<file path="src/rtl/imem_pkg.sv">
// ============================================================================
// Module   : imem_pkg
// Brief    : Shared constants and FSM state encoding for the instruction loader.
// Revision : 1.0
// ============================================================================
`default_nettype none

package imem_pkg;

    localparam int unsigned DEF_MEM_BYTES  = 136;
    localparam int unsigned BYTES_PER_INST = 4;
    localparam logic [63:0] DEF_BASE_ADDR  = 64'd0;

    typedef enum logic [2:0] {
        S_IDLE      = 3'd0,
        S_WAIT_WORD = 3'd1,
        S_WRITE     = 3'd2,
        S_DONE      = 3'd3,
        S_ERR       = 3'd4
    } state_t;

endpackage

`default_nettype wire

</file>
<file path="src/rtl/imem_loader_if.sv">
// ============================================================================
// Module   : imem_loader_if
// Brief    : Word-stream, memory-write and status bundle of the loader.
// Revision : 1.0
// ============================================================================
`default_nettype none

interface imem_loader_if #(
    parameter int ADDR_W = 64
) ();

    logic              start;
    logic              word_valid;
    logic [31:0]       word_data;
    logic              word_last;
    logic              word_ready;
    logic              mem_we;
    logic [ADDR_W-1:0] mem_addr;
    logic [7:0]        mem_wdata;
    logic              cpu_hold;
    logic              busy;
    logic              done;
    logic              error;
    logic [ADDR_W-3:0] word_count;

    // Producer / supervisor side.
    modport master (
        output start, word_valid, word_data, word_last,
        input  word_ready, mem_we, mem_addr, mem_wdata,
        input  cpu_hold, busy, done, error, word_count
    );

    // Loader side.
    modport slave (
        input  start, word_valid, word_data, word_last,
        output word_ready, mem_we, mem_addr, mem_wdata,
        output cpu_hold, busy, done, error, word_count
    );

endinterface

`default_nettype wire

</file>
<file path="src/rtl/imem_byte_serializer.sv">
// ============================================================================
// Module   : imem_byte_serializer
// Brief    : Emits a latched 32-bit word as four little-endian bytes.
// Revision : 1.0
// ============================================================================
`default_nettype none

module imem_byte_serializer (
    input  wire logic        clk,
    input  wire logic        reset,
    input  wire logic        i_load,
    input  wire logic [31:0] i_word,
    output logic             o_valid,
    output logic [1:0]       o_idx,
    output logic [7:0]       o_byte,
    output logic             o_last
);

    logic        r_valid;
    logic [1:0]  r_idx;
    logic [31:0] r_word;

    // The word is shifted right so the current byte is always in bits [7:0].
    always_ff @(posedge clk or posedge reset) begin
        if (reset) begin
            r_valid <= 1'b0;
            r_idx   <= 2'd0;
            r_word  <= 32'd0;
        end else if (i_load) begin
            r_valid <= 1'b1;
            r_idx   <= 2'd0;
            r_word  <= i_word;
        end else if (r_valid) begin
            r_word <= {8'h00, r_word[31:8]};
            r_idx  <= r_idx + 2'd1;
            if (r_idx == 2'd3) begin
                r_valid <= 1'b0;
            end
        end
    end

    assign o_valid = r_valid;
    assign o_idx   = r_idx;
    assign o_byte  = r_word[7:0];
    assign o_last  = (r_idx == 2'd3);

endmodule

`default_nettype wire

</file>
<file path="src/rtl/imem_loader.sv">
// ============================================================================
// Module   : imem_loader
// Brief    : Boot-time writer of the byte-addressed instruction memory.
// Revision : 1.0
// ============================================================================
`default_nettype none

module imem_loader
    import imem_pkg::*;
#(
    parameter int unsigned       MEM_BYTES = DEF_MEM_BYTES,
    parameter int                ADDR_W    = 64,
    parameter logic [ADDR_W-1:0] BASE_ADDR = ADDR_W'(DEF_BASE_ADDR)
) (
    input  wire logic    clk,
    input  wire logic    reset,
    imem_loader_if.slave bus
);

    localparam logic [ADDR_W-1:0] c_word_bytes = ADDR_W'(BYTES_PER_INST);
    localparam logic [ADDR_W-1:0] c_limit      = BASE_ADDR + ADDR_W'(MEM_BYTES);
    localparam logic              c_fits_base  = (BASE_ADDR + c_word_bytes) <= c_limit;
    localparam logic [ADDR_W-3:0] c_count_one  = (ADDR_W-2)'(1);

    state_t            r_state;
    logic [ADDR_W-1:0] r_ptr;
    logic [ADDR_W-3:0] r_count;
    logic              r_last;
    logic              r_word_ready;
    logic              r_busy;
    logic              r_hold;
    logic              r_done;
    logic              r_error;

    logic              w_accept;
    logic              w_ser_valid;
    logic [1:0]        w_ser_idx;
    logic [7:0]        w_ser_byte;
    logic              w_ser_last;
    logic [ADDR_W-1:0] w_ptr_next;
    logic              w_fits_next;
    logic [ADDR_W-1:0] w_idx_ext;

    assign w_accept    = (r_state == S_WAIT_WORD) && r_word_ready && bus.word_valid;
    assign w_ptr_next  = r_ptr + c_word_bytes;
    assign w_fits_next = (w_ptr_next + c_word_bytes) <= c_limit;
    assign w_idx_ext   = {{(ADDR_W-2){1'b0}}, w_ser_idx};

    imem_byte_serializer u_ser (
        .clk    (clk),
        .reset  (reset),
        .i_load (w_accept),
        .i_word (bus.word_data),
        .o_valid(w_ser_valid),
        .o_idx  (w_ser_idx),
        .o_byte (w_ser_byte),
        .o_last (w_ser_last)
    );

    // word_ready is precomputed on entry to WAIT_WORD from the pointer it will hold.
    always_ff @(posedge clk or posedge reset) begin
        if (reset) begin
            r_state      <= S_IDLE;
            r_ptr        <= BASE_ADDR;
            r_count      <= '0;
            r_last       <= 1'b0;
            r_word_ready <= 1'b0;
            r_busy       <= 1'b0;
            r_hold       <= 1'b0;
            r_done       <= 1'b0;
            r_error      <= 1'b0;
        end else begin
            r_done <= 1'b0;
            case (r_state)
                S_IDLE, S_ERR: begin
                    if (bus.start) begin
                        r_state      <= S_WAIT_WORD;
                        r_ptr        <= BASE_ADDR;
                        r_count      <= '0;
                        r_error      <= 1'b0;
                        r_busy       <= 1'b1;
                        r_hold       <= 1'b1;
                        r_word_ready <= c_fits_base;
                    end
                end
                S_WAIT_WORD: begin
                    if (r_word_ready) begin
                        if (bus.word_valid) begin
                            r_state      <= S_WRITE;
                            r_last       <= bus.word_last;
                            r_word_ready <= 1'b0;
                        end
                    end else if (bus.word_valid) begin
                        r_state <= S_ERR;
                        r_error <= 1'b1;
                        r_busy  <= 1'b0;
                    end
                end
                S_WRITE: begin
                    if (w_ser_valid && w_ser_last) begin
                        r_ptr   <= w_ptr_next;
                        r_count <= r_count + c_count_one;
                        if (r_last) begin
                            r_state <= S_DONE;
                            r_done  <= 1'b1;
                        end else begin
                            r_state      <= S_WAIT_WORD;
                            r_word_ready <= w_fits_next;
                        end
                    end
                end
                S_DONE: begin
                    r_state <= S_IDLE;
                    r_busy  <= 1'b0;
                    r_hold  <= 1'b0;
                end
                default: begin
                    r_state      <= S_IDLE;
                    r_word_ready <= 1'b0;
                    r_busy       <= 1'b0;
                    r_hold       <= 1'b0;
                    r_error      <= 1'b0;
                end
            endcase
        end
    end

    assign bus.word_ready = r_word_ready;
    assign bus.cpu_hold   = r_hold;
    assign bus.busy       = r_busy;
    assign bus.done       = r_done;
    assign bus.error      = r_error;
    assign bus.word_count = r_count;
    assign bus.mem_we     = w_ser_valid;
    assign bus.mem_addr   = w_ser_valid ? (r_ptr + w_idx_ext) : '0;
    assign bus.mem_wdata  = w_ser_valid ? w_ser_byte : 8'h00;

endmodule

`default_nettype wire

</file>
<file path="src/flat_wrapper.sv">
// flat-port wrapper written by rule: the top's interface ports become plain ports
module imem_loader_flat import imem_pkg::*;
#(
    parameter int unsigned       MEM_BYTES = DEF_MEM_BYTES,
    parameter int                ADDR_W    = 64,
    parameter logic [ADDR_W-1:0] BASE_ADDR = ADDR_W'(DEF_BASE_ADDR)
)
  (clk, reset, bus_start, bus_word_valid, bus_word_data, bus_word_last, bus_word_ready, bus_mem_we, bus_mem_addr, bus_mem_wdata, bus_cpu_hold, bus_busy, bus_done, bus_error, bus_word_count);
  imem_loader_if #(.ADDR_W(ADDR_W)) bus_i ();
  input  wire logic clk;
  input  wire logic reset;
  input wire logic [$bits(bus_i.start)-1:0] bus_start;
  input wire logic [$bits(bus_i.word_valid)-1:0] bus_word_valid;
  input wire logic [$bits(bus_i.word_data)-1:0] bus_word_data;
  input wire logic [$bits(bus_i.word_last)-1:0] bus_word_last;
  output wire logic [$bits(bus_i.word_ready)-1:0] bus_word_ready;
  output wire logic [$bits(bus_i.mem_we)-1:0] bus_mem_we;
  output wire logic [$bits(bus_i.mem_addr)-1:0] bus_mem_addr;
  output wire logic [$bits(bus_i.mem_wdata)-1:0] bus_mem_wdata;
  output wire logic [$bits(bus_i.cpu_hold)-1:0] bus_cpu_hold;
  output wire logic [$bits(bus_i.busy)-1:0] bus_busy;
  output wire logic [$bits(bus_i.done)-1:0] bus_done;
  output wire logic [$bits(bus_i.error)-1:0] bus_error;
  output wire logic [$bits(bus_i.word_count)-1:0] bus_word_count;
  assign bus_i.start = bus_start;
  assign bus_i.word_valid = bus_word_valid;
  assign bus_i.word_data = bus_word_data;
  assign bus_i.word_last = bus_word_last;
  assign bus_word_ready = bus_i.word_ready;
  assign bus_mem_we = bus_i.mem_we;
  assign bus_mem_addr = bus_i.mem_addr;
  assign bus_mem_wdata = bus_i.mem_wdata;
  assign bus_cpu_hold = bus_i.cpu_hold;
  assign bus_busy = bus_i.busy;
  assign bus_done = bus_i.done;
  assign bus_error = bus_i.error;
  assign bus_word_count = bus_i.word_count;
  imem_loader #(.MEM_BYTES(MEM_BYTES), .ADDR_W(ADDR_W), .BASE_ADDR(BASE_ADDR)) u_core (.clk(clk), .reset(reset), .bus(bus_i));
endmodule
</file>
<file path="config.mk">
export PLATFORM = sky130hd
export DESIGN_NAME = imem_loader_flat
export DESIGN_NICKNAME = d
export VERILOG_FILES = /design/src/rtl/imem_pkg.sv /design/src/rtl/imem_loader_if.sv /design/src/rtl/imem_byte_serializer.sv /design/src/rtl/imem_loader.sv /design/src/flat_wrapper.sv
export SDC_FILE = /design/constraint.sdc
export NUM_CORES = 1
export LEC_CHECK = 0
export ABC_AREA = 1
export CAP_MARGIN = 20
export CELL_PAD_IN_SITES_DETAIL_PLACEMENT = 1
export CELL_PAD_IN_SITES_GLOBAL_PLACEMENT = 2
export CORE_ASPECT_RATIO = 0.5
export CORE_UTILIZATION = 33
export DETAILED_ROUTE_END_ITERATION = 6
export PLACE_DENSITY_LB_ADDON = 0.1
export SKIP_CTS_REPAIR_TIMING = 1
export SLEW_MARGIN = 20
export SYNTH_ARGS = -nofsm -noshare
export SYNTH_HDL_FRONTEND = slang
export SYNTH_HIERARCHICAL = 1
export SYNTH_SLANG_ARGS = --single-unit
</file>
<file path="constraint.sdc">
create_clock -name clk -period 8.75 [get_ports clk]
set_input_delay 1.3125 -clock clk [delete_from_list [all_inputs] [get_ports clk]]
set_output_delay 1.3125 -clock clk [all_outputs]
set_load 0.05 [all_outputs]
</file>
# After elaboration in Yosys (flattened, before gate mapping)
# Cells that the tools add are included.
[word_totals]
ff_bits = 170
latchBits = 0
ram_bits = 0
romBits = 0
out_inout_bits = 140
word_cells = 87
mem_count = 0
[op_classes]
addsub = 5
mul = 0
div_mod_pow = 0
order_cmp = 1
eq_ne = 10
n_shift = 0
n_mux = 39
bitwise = 4
n_reduce_logical = 16
[op_table]
columns = ["operator", "n"]
rows = [
  ["64-bit two-way mux", 3],
  ["64-bit by 3-bit adder with 64-bit output (second input constant)", 2],
  ["64-bit one-hot mux with 2 select lines", 1],
  ["62-bit two-way mux", 2],
  ["62-bit one-hot mux with 2 select lines", 1],
  ["64-bit by 2-bit adder with 64-bit output", 1],
  ["64-bit by 8-bit less-or-equal comparator with 1-bit output (second input constant)", 1],
  ["32-bit two-way mux", 2],
  ["62-bit by 1-bit adder with 62-bit output (second input constant)", 1],
  ["1-bit two-way mux", 16],
  ["3-bit two-way mux", 5],
  ["4-bit AND reduction", 3],
  ["3-bit one-hot mux with 3 select lines", 1],
  ["3-bit AND reduction", 3],
  ["8-bit two-way mux", 1],
  ["2-bit inequality test (second input constant)", 4],
  ["3-bit by 2-bit == test with 1-bit output (second input constant)", 2],
  ["2-bit two-way mux", 3],
  ["1-bit one-hot mux with 3 select lines", 2],
  ["2-bit OR reduction", 3],
  ["1-bit inverter", 4],
  ["1-bit one-hot mux with 4 select lines", 1],
  ["2-bit nonzero test", 2],
  ["3-bit by 1-bit == test with 1-bit output (second input constant)", 1],
  ["other kinds (8)", 10],
]

# Depth between registers and ports, before layout
# Gate-level depths: netlist of the first run.
[logic_depth]
word_depth = 6
depth_mapped = 28
depth_no_buf = 26

# Modules after synthesis
# The synthesis of the first run kept the hierarchy.
[modules_own_cells]
columns = ["mod", "instances", "cells_per_inst", "area_each_um2", "seq_area_each_um2"]
rows = [
  ["imem_loader", 1, 2017, 11950.2, 3328.2],
  ["imem_byte_serializer", 1, 186, 1619.1, 875.8],
]

# Worst setup path before layout of the first run
# Ideal clock, no wire load.
[synth_path]
kind = "input port to flip-flop"
start = "input bus_start"
end = "register u_core.r_count[34] (netlist: u_core/bus.word_count[34])"
arrival_ns = 2.958
required_ns = 8.631
slack_ns = 5.672
path_stages = 14
path_cell_list = "inv_1 nand2_1 o21ai_1 nor3_2 nand3_1 nor2_1 inv_1 nor2_1 nand2_1 nor2_1 nand2_1 nor2_1 a21oi_1 o21a_1"
[synth_between]
elab_chain_len = 2
[synth_rtl]
columns = ["element", "line", "source"]
rows = [
  ["start, declared", "flat_wrapper.sv:12", "input wire logic [$bits(bus_i.start)-1:0] bus_start;"],
  ["2-bit inequality test (no line)", "n/a", ""],
  ["3-bit AND reduction (no line)", "n/a", ""],
  ["end signal, assigned", "imem_loader.sv:102", "r_count <= r_count + c_count_one;"],
  ["end, declared", "imem_loader.sv:27", "logic [ADDR_W-3:0] r_count;"],
]
# No other way between the ends.
# A chain may end at the register's enable or synchronous reset.

# Worst setup path after layout of the first run
[layout_path]
start = "register u_core.u_ser.r_valid (netlist: u_core/u_ser/o_valid)"
end = "output bus_mem_addr[52]"
[layout_between]
elab_chain_len = 1
[layout_rtl]
columns = ["element", "line", "source"]
rows = [
  ["start, declared", "imem_byte_serializer.sv:19", "logic r_valid;"],
  ["start signal, assigned", "imem_byte_serializer.sv:26", "r_valid <= 1'b0;"],
  ["start signal, assigned", "imem_byte_serializer.sv:30", "r_valid <= 1'b1;"],
  ["start signal, assigned", "imem_byte_serializer.sv:37", "r_valid <= 1'b0;"],
  ["64-bit two-way mux", "imem_loader.sv:135", "assign bus.mem_addr = w_ser_valid ? (r_ptr + w_idx_ext) : '0;"],
  ["end, declared", "flat_wrapper.sv:18", "output wire logic [$bits(bus_i.mem_addr)-1:0] bus_mem_addr;"],
]
# No other way between the ends.

==> flow_summary_export.csv, run 1 <==
group,metric,value,unit
timing,setup_slack,4.42,ns
critical_path,crit_path_max_fanout,62,
drt,drcViolationCount,0,
clock_tree,path_clk_slew,0.08,ns
placed_design,hpwl,46100,um
drt,ant_nets,0,
finish,drive_above_1_share,6.71,%
clock_tree,htreeDepth,4,
synth,synth_warnings,6,
critical_path,crit_type,"flop to primary output",
placed_design,dp_slack,4.47,ns
timing,rsz0062_at_grt,"no",
drt,drtIter0Drc,966,
outcome,status,"finished clean",
timing,slew_headroom,38.7,%
synth,synth.area.top_cells,"dfrtp_1, nand2_1, inv_1, nor2_1, nand3_1",
floorplan,dieArea,42000,um2
critical_path,cp_num_buf_inv,3,
timing,fin_crit_sh,49.5,%
synth,syn_avg_cell_area,6.16,um2
drt,viasPerCell,5.15,
finish,nets,2398,
worst_hold_path,min_path_type,"flop to flop",
drt,drt_first_pass_iters,5,
clock_tree,cts_buffer_depth,2,
finish,n_fill_cell,5430,
clock_tree,clock-sinks,168,
synth,ys_ff_latch,168,
critical_path,cpPeakStageDelay,0.80,ns
synth,syn_area,13600,um2
clock_tree,clock_latency,0.46,ns
finish,diodes,0,
floorplan,ioPinCount,177,
floorplan,die_h,145,um
timing,fin_crit,4.33,ns
finish,final_cell_area,16400,um2
timing,max_freq,231,MHz
synth,synth_cells,2203,
placed_design,dpl-instance-area,15800,um2
critical_path,critical-path-top-delay-family,"buffers and inverters",
global_route,grt_pass1_wl,90000,um
synth,synth_common_cells,"nand2_1, inv_1, nor2_1",
timing,final.setup_skew,0.0177,ns
clock_tree,clockRootBuffer,"clkbuf_16",
global_route,gr-total-overflow,0,
floorplan,fp.dieW,289,um
clock_tree,cts_buffers,17,
floorplan,start_util,33.5,%
synth,synth_nets,2246,
synth,synth-edff-count,0,
global_route,grt_pass1_vias,15000,
synth,synth.largest_area_cell,"dfrtp_1",
power,p_leak,7.51,nW
power,power_density,144,nW/um2
clock_tree,tritoncts,"done",
synth,ys_seq_area_share,31.0,%
synth,synth-main-ff-cell,"dfrtp_1",
drt,wl_per_cell,19.9,um
floorplan,num_rows,52,
critical_path,crit_path_top_delay_cell,"clkdlybuf4s50_1",
timing,setup_tns,0,ns
critical_path,cp-start-kind,"flop",
global_route,antenna_found_initial,0,
finish,multiInputGateArea,7730,um2
timing,report.final.slew_viol_count,0,
finish,seqCellArea,4210,um2
global_route,track_usage,28.1,%
timing,hold_viol,0,
synth,yosysMostFrequentCell,"nand2_1",
critical_path,cp-end-kind,"primary output",
drt,drt-total-wl,57800,um
critical_path,crit_required,7.44,ns
drt,dr_total_vias,15000,
timing,worst_pin_slew,0.914,ns
placed_design,io_buffers,176,
power,ir_worst_vdd,0.142,mV
synth,synth_cell_types,44,
placed_design,gp_congestion,0.968,
synth,async_flop_share,100,%
critical_path,cp.arrival,3.02,ns
timing,finalSetupViolCount,0,
synth,yosys.area.top_type_share,31.0,%
finish,synthToLayoutAreaGrowth,20.7,%
job,drv_cap,0,
critical_path,cp_cell_sequence,"buf_4 > nand2_1 > inv_1 > clkdlybuf4s50_1",
global_route,grt_max_degree,76,
floorplan,core_area,40500,um2
-- report_power, final --
part | switching, mW | internal, mW | leakage (nW)
Sequential | 0.0805 | 0.867 | 2.31
Clock | 0.416 | 0.387 | 0.294
Combinational | 0.453 | 0.157 | 4.90
-- metal layers --
metal / vias up / global-route usage [%] / routed length, um
met4: 0 / 6.16 / 970
met3: 53 / 5.02 / 2970
li1: 7291 / - / -
met5: - / 0 / 0
met1: 7328 / 40.2 / 28100
met2: 317 / 44.1 / 25800
-- flip-flops by register name (all words and copies together) (netlist names), 2 cells and up --
signal / cells
u_core/bus.word_count: 62
u_core/r_ptr: 62
u_core/u_ser/r_word: 32
u_core/r_state: 3
u_core/u_ser/o_idx: 2
-- path summary, 6_finish.rpt --
path | start | endpoint | slack [ns] | depth (start not counted)
max | u_core/u_ser/o_valid$_DFF_PP0_ | bus_mem_addr[52] | 4.42 | 4
min | u_core/u_ser/r_word[31]$_DFFE_PP0P_ | u_core/u_ser/r_word[31]$_DFFE_PP0P_ | 0.48 | 2
max reg2reg | u_core/r_ptr[20]$_DFFE_PP0P_ | u_core/bus.word_ready$_DFFE_PP0P_ | 4.51 | 21
min reg2reg | u_core/u_ser/r_word[31]$_DFFE_PP0P_ | u_core/u_ser/r_word[31]$_DFFE_PP0P_ | 0.48 | 2
max in group asynchronous | reset | u_core/r_ptr[10]$_DFFE_PP0P_ | 5.92 | 3
min in group asynchronous | reset | u_core/bus.busy$_DFFE_PP0P_ | 1.37 | 2
-- worst reg2reg max path: cells and delay by family, from the launching register on --
family,cells,cell delay [ns]
and+or+nand+nor,20,3.12
DFF,1,0.59
xor gates and xnor gates,1,0.48
-- layout by cell type (no fill, tap or decap), drive strengths merged, types with 6 or more instances in the layout --
master,n
nand2,754
dfrtp,168
o21a,7
inv,365
xor2,9
buf,8
nor4,20
nand3,193
clkbuf,17
nor2,321
nor3,65
o22ai,55
clkdlybuf4s50,176
ha,6
clkinv,9
nand4,58
o21ai,65
a21oi,45
-- logic make-up after synthesis --
kind of cell    synth area share, %
simple gates                   47.8
compound gates                 7.86
flops                          31.0
fa+ha+maj                     0.553
buf+inv                        12.1
xor+xnor                      0.710
-- final cells by class --
cell class	count	area share, %
clock buffers	17	2.60
clock inverters	15	1.04
inverters	359	8.26
multi-input cells	1625	47.2
flip-flops and latches	168	25.7
well taps	540	4.12
repair buffers	184	11.1
-- per-stage QoR --
stage	utilization (%)	hold slack, ns	total power [mW]	cells
after floorplan	-	0.443	1.40	2203
after global placement	39.0	0.457	1.57	2876
after detailed placement	39.0	0.459	1.58	2876
after CTS	40.5	0.479	2.39	2908
after global routing	40.5	0.506	2.49	2908
final	40.5	0.478	2.36	2908
Note: power is estimated with default switching activity, not from simulation.
==> run 2, diff against run 1 <==
--- a/config.mk
+++ b/config.mk
@@ -10,7 +10,7 @@
 export CELL_PAD_IN_SITES_DETAIL_PLACEMENT = 1
 export CELL_PAD_IN_SITES_GLOBAL_PLACEMENT = 2
 export CORE_ASPECT_RATIO = 0.5
-export CORE_UTILIZATION = 33
+export CORE_UTILIZATION = 30
 export DETAILED_ROUTE_END_ITERATION = 6
 export PLACE_DENSITY_LB_ADDON = 0.1
 export SKIP_CTS_REPAIR_TIMING = 1
==> constraint.sdc (replaced) <==
create_clock -name clk -period 4.05 [get_ports clk]
set_input_delay 0.6075 -clock clk [delete_from_list [all_inputs] [get_ports clk]]
set_output_delay 0.6075 -clock clk [all_outputs]
set_load 0.05 [all_outputs]
==> run 2 against run 1 <==
Against the previous run:
- critical endpoint is now u_core/bus.word_ready$_DFFE_PP0P_
- worst hold slack got worse by 0.0058 ns
- clock skew about the same
- largest power group unchanged
- combinational power increased by 140%
- die area increased by 9.9%
- cell area increased by 4.4%
- via count increased by 1.6%
- non-clock buffer count increased by 75
- sequential cell count unchanged
==> flow_summary_export.csv, run 2 (synthesized netlist as in run 1, its figures left out) <==
group,metric,value,unit
critical_path,crit_path_top_delay_cell,"dfrtp_1",
critical_path,crit_required,4.46,ns
clock_tree,cts_buffers,17,
critical_path,cpPeakStageDelay,0.42,ns
drt,dr_total_vias,15200,
drt,viasPerCell,5.02,
global_route,track_usage,26.7,%
power,p_leak,7.90,nW
placed_design,hpwl,49300,um
timing,final.setup_skew,0.0180,ns
critical_path,cp_cell_sequence,"ha_1 > buf_4 > inv_1 > nand2_1 > nand3_1 > nor2_1 > nand3_4 > nor2_4 > nand2_1 > nor2_1 > nand2_1 > nor2_1 > nand3_1 > nand2_1 > nand2_1 > nor2_1 > nand2_1 > nor2_1 > nand3_1 > nor2_2 > nand2_1 > nand2_1 > nand2_1 > nand2_1",
timing,setup_tns,0,ns
drt,drt_first_pass_iters,5,
critical_path,cp.arrival,4.20,ns
floorplan,fp.dieW,303,um
floorplan,start_util,30.8,%
outcome,status,"finished clean",
clock_tree,cts_buffer_depth,2,
clock_tree,tritoncts,"done",
finish,diodes,0,
placed_design,dp_cells,2993,
timing,fin_crit,3.80,ns
critical_path,cp-start-kind,"flop",
timing,finalSetupViolCount,0,
finish,synthToLayoutAreaGrowth,26.0,%
floorplan,ioPinCount,177,
finish,drive_above_1_share,10.0,%
timing,hold_viol,0,
critical_path,cp_common_cell,"nand2_1",
finish,layout_commonest_cell,"nand2_1",
global_route,grt_max_degree,101,
finish,final_core_util,38.8,%
critical_path,cp_num_buf_inv,2,
drt,drcViolationCount,0,
clock_tree,clock_latency,0.47,ns
job,drv_cap,0,
placed_design,io_buffers,176,
clock_tree,htreeDepth,4,
placed_design,gp_congestion,0.946,
critical_path,cp-end-kind,"flop",
floorplan,num_rows,54,
floorplan,dieArea,46100,um2
global_route,gr-total-overflow,0,
power,ir_worst_vdd,0.313,mV
finish,nets,2474,
timing,max_freq,263,MHz
clock_tree,clockRootBuffer,"clkbuf_16",
clock_tree,path_clk_slew,0.07,ns
timing,report.final.slew_viol_count,0,
drt,ant_nets,0,
global_route,grt_pass1_wl,92800,um
drt,drt-total-wl,61200,um
worst_hold_path,min_path_type,"flop to flop",
critical_path,crit_path_max_fanout,7,
critical_path,crit_type,"flop to flop",
finish,n_fill_cell,5846,
power,power_density,302,nW/um2
clock_tree,clock-sinks,168,
timing,fin_crit_sh,93.8,%
power,power,5.17,mW
floorplan,die_h,152,um
timing,worst_pin_slew,0.982,ns
finish,instances_no_fill,3032,
floorplan,core_area,44100,um2
global_route,antenna_found_initial,0,
finish,layout_common_cells,"nand2_1, inv_1, nor2_1, nand3_1, clkdlybuf4s50_1",
drt,drtIter0Drc,903,
global_route,grt_pass1_vias,15300,
drt,wl_per_cell,20.2,um
timing,slew_headroom,34.5,%
critical_path,critical-path-top-delay-family,"simple AND/OR/NAND/NOR gates",
run 2: cell count changes in the layout (fill, tap and decap cells not counted), sizes merged:
cell      before  now
bufinv         0    1
buf            8   83
clkinvlp       0    4
nor2         321  322
inv          365  362
clkinv         9    7
run 2: layer usage:
layer	GRT usage (%)	vias up	share of wire (%)
li1	-	7447	-
met1	36.9	7404	48
met2	42.3	313	45
met3	5.13	64	4.8
met4	6.89	0	1.9
met5	0	-	0
run 2: power breakdown:
part	switching (mW)	internal, mW
logic	1.07	0.377
clock network	0.865	0.875
registers	0.113	1.87
total	2.05	3.13
run 2: final timing paths:
kind,start,to,slack [ns],cells after the start
max in group asynchronous,reset,u_core/r_ptr[4]$_DFFE_PP0P_,2.40,3
max reg2reg,u_core/r_ptr[3]$_DFFE_PP0P_,u_core/bus.word_ready$_DFFE_PP0P_,0.25,24
min in group asynchronous,reset,u_core/r_last$_DFFE_PP0P_,0.64,2
min reg2reg,u_core/u_ser/r_word[25]$_DFFE_PP0P_,u_core/u_ser/r_word[25]$_DFFE_PP0P_,0.47,2
max,u_core/r_ptr[3]$_DFFE_PP0P_,u_core/bus.word_ready$_DFFE_PP0P_,0.25,24
min,u_core/u_ser/r_word[25]$_DFFE_PP0P_,u_core/u_ser/r_word[25]$_DFFE_PP0P_,0.47,2
run 2: worst reg2reg max path: cells and delay by family (launching register included):
kind | cells | cell delay (ns)
flops | 1 | 0.42
simple gates | 21 | 2.81
buf+inv | 2 | 0.27
fa+ha+maj | 1 | 0.25
run 2: layout make-up:
cell class | instances | area (um2) | area share, %
Tap cell | 588 | 736 | 4.30
Inverter | 359 | 1350 | 7.90
Clock buffer | 17 | 425 | 2.49
Sequential cell | 168 | 4210 | 24.6
Timing Repair Buffer | 259 | 2430 | 14.2
Multi-Input combinational cell | 1626 | 7790 | 45.5
Clock inverter | 15 | 159 | 0.929
run 2: through the flow:
stage | hold slack (ns) | worst slack [ns] | cell area [um2]
after floorplan | 0.443 | 1.16 | 13600
after detailed placement | 0.459 | 0.187 | 16400
after global placement | 0.457 | 0.195 | 16400
final | 0.472 | 0.253 | 17100
after global routing | 0.494 | -0.00741 | 17100
after CTS | 0.479 | 0.158 | 17000
